$ cat config.mk
export PLATFORM = sky130hd
export DESIGN_NAME = sf_tester_pattern_engine
export DESIGN_NICKNAME = d
export VERILOG_FILES = /design/src/rtl/sf_tester_pattern_engine.sv
export SDC_FILE = /design/constraint.sdc
export NUM_CORES = 1
export LEC_CHECK = 0
export CAP_MARGIN = 40
export CORE_ASPECT_RATIO = 1.2
export CORE_UTILIZATION = 35
export DETAILED_ROUTE_END_ITERATION = 10
export PLACE_DENSITY = 0.64
export SYNTH_ARGS = -nofsm -noshare
export SYNTH_HDL_FRONTEND = slang
export SYNTH_SLANG_ARGS = --single-unit
$ cat constraint.sdc
create_clock -name i_clk_40mhz -period 3.1 [get_ports i_clk_40mhz]
set_input_delay 0.93 -clock i_clk_40mhz [delete_from_list [all_inputs] [get_ports i_clk_40mhz]]
set_output_delay 0.93 -clock i_clk_40mhz [all_outputs]
set_load 0.005 [all_outputs]
$ cat src/rtl/sf_tester_pattern_engine.sv
// Pattern generator/checker for the serial-flash tester: per-iteration byte stream,
// readback compare, address and page/subsector tracking. Optional LFSR pattern: SF_TESTER_PATTERN_LFSR_EN.
module sf_tester_pattern_engine #(
  parameter int unsigned PATTERN_COUNT    = 4,
  parameter int unsigned TOTAL_ITERATIONS = 32,
  parameter int unsigned MAX_BYTE_COUNT   = 33554432,
  parameter int unsigned PAGE_BYTES       = 256,
  parameter int unsigned SUBSECTOR_BYTES  = 4096,
`ifdef SF_TESTER_PATTERN_LFSR_EN
  localparam int unsigned NSEL  = PATTERN_COUNT + 1,
`else
  localparam int unsigned NSEL  = PATTERN_COUNT,
`endif
  localparam int unsigned SEL_W = $clog2(NSEL),
  localparam int unsigned AW    = $clog2(MAX_BYTE_COUNT),
  localparam int unsigned IW    = $clog2(TOTAL_ITERATIONS)
) (
  input  logic             i_clk_40mhz,
  input  logic             i_rst_40mhz,
  input  logic             i_start,
  input  logic             i_mode,
  input  logic [SEL_W-1:0] i_pattern_sel,
  input  logic             i_abort,
  output logic [7:0]       o_gen_data,
  output logic             o_gen_valid,
  input  logic             i_gen_ready,
  input  logic [7:0]       i_chk_data,
  input  logic             i_chk_valid,
  output logic [AW-1:0]    o_byte_addr,
  output logic [AW-1:0]    o_iter_start_addr,
  output logic             o_page_last,
  output logic             o_subsector_first,
  output logic [IW-1:0]    o_iter_idx,
  output logic [15:0]      o_err_count,
  output logic             o_busy,
  output logic             o_done
);

  localparam int unsigned PER_ITER = MAX_BYTE_COUNT / TOTAL_ITERATIONS;
  localparam int unsigned CW       = $clog2(PER_ITER);
  localparam int unsigned PW       = $clog2(PAGE_BYTES);
  localparam int unsigned SSW      = $clog2(SUBSECTOR_BYTES);

  typedef enum logic [1:0] {S_IDLE, S_GEN, S_CHK, S_DONE} state_t;

  state_t           state_q, state_d;
  logic [SEL_W-1:0] pat_q, pat_d;
  logic [7:0]       exp_q, exp_d;
  logic [CW-1:0]    cnt_q, cnt_d;
  logic [IW-1:0]    iter_q, iter_d;
  logic [15:0]      err_q, err_d;

  logic             sel_in_range;
  logic [SEL_W-1:0] sel_eff;
  logic [7:0]       start_byte;
  logic [7:0]       next_byte;
  logic             xfer;
  logic             active;
  logic [AW-1:0]    iter_base;

  function automatic logic [7:0] pat_start(input logic [SEL_W-1:0] k);
    return 8'(k) << 3;
  endfunction

  function automatic logic [7:0] pat_incr(input logic [SEL_W-1:0] k);
    return (k == '0) ? 8'd1 : ((8'(k) << 3) - 8'd1);
  endfunction

  if (2 ** SEL_W > NSEL) begin : g_sel_range
    assign sel_in_range = (32'(i_pattern_sel) < NSEL);
  end else begin : g_sel_full
    assign sel_in_range = 1'b1;
  end

  assign sel_eff = sel_in_range ? i_pattern_sel : '0;

`ifdef SF_TESTER_PATTERN_LFSR_EN
  logic       lfsr_q, lfsr_d;
  logic [7:0] seed_raw;

  // XNOR feedback over the x^8+x^6+x^5+x^4 taps: A5 -> 4B -> 96 -> 2D.
  function automatic logic [7:0] lfsr_next(input logic [7:0] s);
    return {s[6:0], ~(s[7] ^ s[5] ^ s[4] ^ s[3])};
  endfunction

  assign seed_raw   = 8'hA5 ^ 8'(iter_q);
  assign start_byte = (sel_eff == SEL_W'(PATTERN_COUNT)) ?
                      ((seed_raw == 8'h00) ? 8'h01 : seed_raw) : pat_start(sel_eff);
  assign next_byte  = lfsr_q ? lfsr_next(exp_q) : (exp_q + pat_incr(pat_q));

  always_comb begin
    lfsr_d = lfsr_q;
    if (state_q == S_IDLE && i_start && !i_abort)
      lfsr_d = (sel_eff == SEL_W'(PATTERN_COUNT));
  end

  always_ff @(posedge i_clk_40mhz or posedge i_rst_40mhz) begin
    if (i_rst_40mhz) lfsr_q <= 1'b0;
    else             lfsr_q <= lfsr_d;
  end
`else
  assign start_byte = pat_start(sel_eff);
  assign next_byte  = exp_q + pat_incr(pat_q);
`endif

  always_comb begin
    state_d = state_q;
    pat_d   = pat_q;
    exp_d   = exp_q;
    cnt_d   = cnt_q;
    iter_d  = iter_q;
    err_d   = err_q;
    xfer    = 1'b0;

    unique case (state_q)
      S_IDLE: begin
        if (i_start) begin
          state_d = i_mode ? S_CHK : S_GEN;
          pat_d   = sel_eff;
          exp_d   = start_byte;
          cnt_d   = '0;
          if (i_mode) err_d = '0;
        end
      end
      S_GEN: xfer = i_gen_ready;
      S_CHK: begin
        xfer = i_chk_valid;
        if (i_chk_valid && (i_chk_data != exp_q) && (err_q != '1))
          err_d = err_q + 16'd1;
      end
      S_DONE: begin
        state_d = S_IDLE;
        iter_d  = iter_q + 1'b1;
      end
    endcase

    if (xfer) begin
      exp_d = next_byte;
      cnt_d = cnt_q + 1'b1;
      if (&cnt_q) state_d = S_DONE;
    end

    // Abort overrides everything computed above, including a same-cycle start.
    if (i_abort) begin
      state_d = S_IDLE;
      pat_d   = pat_q;
      exp_d   = exp_q;
      cnt_d   = cnt_q;
      iter_d  = iter_q;
      err_d   = err_q;
    end
  end

  always_ff @(posedge i_clk_40mhz or posedge i_rst_40mhz) begin
    if (i_rst_40mhz) begin
      state_q <= S_IDLE;
      pat_q   <= '0;
      exp_q   <= '0;
      cnt_q   <= '0;
      iter_q  <= '0;
      err_q   <= '0;
    end else begin
      state_q <= state_d;
      pat_q   <= pat_d;
      exp_q   <= exp_d;
      cnt_q   <= cnt_d;
      iter_q  <= iter_d;
      err_q   <= err_d;
    end
  end

  assign active    = (state_q == S_GEN) || (state_q == S_CHK);
  assign iter_base = {iter_q, {CW{1'b0}}};

  assign o_gen_data        = exp_q;
  assign o_gen_valid       = (state_q == S_GEN);
  assign o_iter_start_addr = iter_base;
  assign o_byte_addr       = active ? (iter_base + AW'(cnt_q)) : '0;
  assign o_page_last       = active && (&cnt_q[PW-1:0]);
  assign o_subsector_first = active && !(|cnt_q[SSW-1:0]);
  assign o_iter_idx        = iter_q;
  assign o_err_count       = err_q;
  assign o_busy            = (state_q != S_IDLE);
  assign o_done            = (state_q == S_DONE);

endmodule

==> summary.txt <==
Status
  • Status: finished, final reports clean

Yosys
  • Leading register cell type out of synthesis: dfrtp_1
  • Sequential share of the synthesized area: 0.3649
  • Largest family of logic cells by synthesized area: simple AND/OR/NAND/NOR gates
  • Multiplexer share of the synthesized area: 0.003098
  • Number of flops mapped to enable cells by yosys: 0
  • Post-Synth Simple-Gate Area: 0.2854
  • Area share of fa/ha/maj cells after synthesis: 0.05370
  • FF+latch count, synth: 53
  • Avg Synthesized Cell Area: 8.822 um2
  • Synth Area in XOR/XNOR: 0.06506
  • Compound-gate portion of the synthesized area: 0.1353
  • Synth unique cells: 59
  • Cell area after synthesis: 3635 um2
  • Syn Inst Count: 412
  • Asr flop ratio synth: 1.000
  • Synth warn: 0

Power and ir drop
  • Worst vdd ir: 0.2637 mV
  • Combinational group share of total power: 0.251
  • Net Switching: 562.0 uW
  • Sw frac: 0.2879
  • Share of power burned in the clock network: 0.324
  • Internal: 1390 uW
  • Seq pwr share: 0.425
  • Final Power: 1952 uW
  • Leakage: 0.002032 uW
  • PwrDens: 412.4 nW/um2

GRT
  • Vias in the first global route: 3193
  • Global route total overflow: 0
  • Global-route wire length before repair: 15490 um
  • Total GRT Usage: 0.1797
  • Largest net degree at the start of global routing: 29
  • Initial antenna violation count: 0

Clock tree
  • CTS root buffer: clkbuf_16
  • CTS clock-pin slew for the worst setup and hold paths: 0.07 ns
  • Hold_buf cts: 0
  • CTS Buffer Depth: 2
  • H-Tree Depth: 2
  • CTS sink cnt: 53
  • Worst-skew pair later-pin latency: 0.29 ns
  • Num CTS Buffers: 5
  • CTS tree: built

Worst setup path
  • Critical Path Start Type: register
  • R2r startpoint: state_q[0]
  • CP max FO: 4
  • Critical path arrival: 2.07 ns
  • CP Capture Type: output pin
  • Kind of critical path: reg2out
  • CP Data Required Time: 2.17 ns
  • Critical path origin: state_q[0]

Routing
  • Total Wirelength: 9255 um
  • DRT iter0 DRCs: 135
  • Vias: 3231
  • DR WL/cell: 14.93 um
  • Detailed-route DRC error count: 0
  • DRT Pass-1 Iters: 4
  • Remaining antenna violation count: 0
  • Vias/cell: 5.211

Placement
  • RD Place Congestion: 0.8618
  • Post-Place Setup Slack: 0.1683 ns
  • Port bufs: 80
  • DP HPWL: 6943 um

Die
  • IO Count: 101
  • Die ar.: 10800 um2
  • Die H: 113.6 um
  • Row count: 40
  • Core Area: 10060 um2
  • Starting Density: 0.3613
  • Horiz. Die Dim: 95.03 um

Timing
  • Fmax: 0.3331 GHz
  • Sum of negative setup slack: 0 ns
  • Tcrit/Tclk final: 0.9684
  • Worst Skew: 0.009778 ns
  • Worst-margin pin slew: 0.6015 ns
  • RSZ-0062 raised after global routing: no
  • Fin worst setup slack: 0.09800 ns
  • Tmin final: 3.002 ns
  • Rel. slew slack: 0.5990
  • Final hold viol count: 0
  • Final setup fails: 0
  • Max Slew Vio Count: 0
  • Worst hold slack: 0.5092 ns

Layout
  • Finished Core Util: 0.4705
  • Layout Nets: 525
  • Synth-to-Final Area Change: 30.22%
  • Fraction of layout cells with a size suffix above 1: 0.07692
  • Ant. Diodes: 0
  • Fillers: 1020

Run
  • Max Cap Viol: 0

Hold path
  • Hold WC Path Type: reg2reg
  • Beginning of the worst hold path: pat_q[1]
## repair_timing
action,4_1_cts,5_1_grt
endpoints found under the setup margin,1,0
setup buffers,0,0
hold endpoints to repair,0,0
gates resized for setup,1,0
## cell type report
class                      instances  area [um2]  share of cell area
sequential                        53        1326              0.2802
timing repair buffer              94       955.9              0.2020
clock inverter                     2       38.79            0.008195
inverter                          16       60.06             0.01269
clock buffer                       6       128.9             0.02723
multi-input combinational        323        2066              0.4364
tap                              126       157.7             0.03331
## stage by stage
| step | instance area [um2] | cells |
|---|---|---|
| finish | 4733 | 620 |
| global route | 4733 | 620 |
| CTS | 4733 | 620 |
| detailed placement | 4559 | 612 |
| global placement | 4559 | 612 |
| floorplan | 3714 | 433 |
## Yosys cell counts (5+ instances only)
cell      count  area share
nor3_1       11       0.015
nand3_1      12       0.017
clkbuf_1      7      0.0072
or3_1         5      0.0086
ha_1         14       0.048
dfrtp_1      53        0.36
a21oi_1       7      0.0096
and3_1        8       0.014
buf_2         5      0.0069
and2_1       27       0.046
o21ai_0      13       0.018
nand4_1      17       0.029
nor2_1       28       0.029
inv_1        15       0.015
o22a_1       12       0.029
xor2_1       23       0.055
nand2_1      46       0.048
o21ai_1       7      0.0096
buf_4        28       0.058
nor4_1        7       0.012
## path summary, 6_finish.rpt
path / to / slack (ns) / cells after the start
setup / recovery: o_subsector_first / 0.1 / 6
hold / removal: pat_q[1] / 0.51 / 2
setup reg to reg: cnt_q[7] / 0.55 / 8
hold reg to reg: pat_q[1] / 0.51 / 2
max in group asynchronous: o_err_count[9] / 1.61 / 3
min in group asynchronous: o_err_count[0] / 0.97 / 2
## layout by cell type, fill, tap and decap left out, drive strengths merged, types with 2 or more instances in the layout
cell type / count
dfrtp: 53
or2: 2
clkdlybuf4s50: 80
ha: 14
o21a: 4
xor2: 23
nor3: 11
inv: 16
a21bo: 2
clkbuf: 6
conb: 22
nor2b: 4
and3: 8
o21ai: 20
and4: 4
or3: 6
o22a: 12
nand2: 46
a22o: 2
nor3b: 2
and2: 27
nand4: 18
o311ai: 2
a21oi: 8
a21o: 2
nand3: 12
or4: 4
nand3b: 2
a31oi: 2
o31ai: 3
xnor2: 4
a22oi: 2
a211oi: 3
nor2: 28
nor4: 11
buf: 14
## logic make-up after synthesis
kind of cell	Yosys count
other	1
AND/OR/NAND/NOR	189
multiplexers	1
flip-flops	53
XOR/XNOR	27
adder cells (fa/ha/maj)	15
AO/OA/AOI/OAI	69
buffers and inverters	57
## critical path: stages (launching register included)
cell and delay (ns):
dfrtp_1 0.40, inv_1 0.08, ha_1 0.31, inv_1 0.07, nor4b_2 0.24, and3_1 0.19, clkdlybuf4s50_1 0.49
## power by group through the flow
stage                     registers (uW)  logic [uW]  clock network [uW]
after floorplan                      824         289                   0
after global placement               840         482                   0
after detailed placement             844         488                   0
after CTS                            831         496                 648
after global routing                 843         544                 677
final                                830         490                 632
## flip-flops by register name (all words and copies together) (netlist names)
signal / count
o_gen_data: 8
o_err_count: 16
cnt_q: 20
o_iter_idx: 5
state_q: 2
pat_q: 2
## per-layer routing
metal / wire length, um / GRT usage
met1: 3894 / 0.2283
met2: 4850 / 0.3127
met3: 386 / 0.02667
met4: 123 / 0.05253
met5: 0 / 0
(Power assumes the default switching activity.)
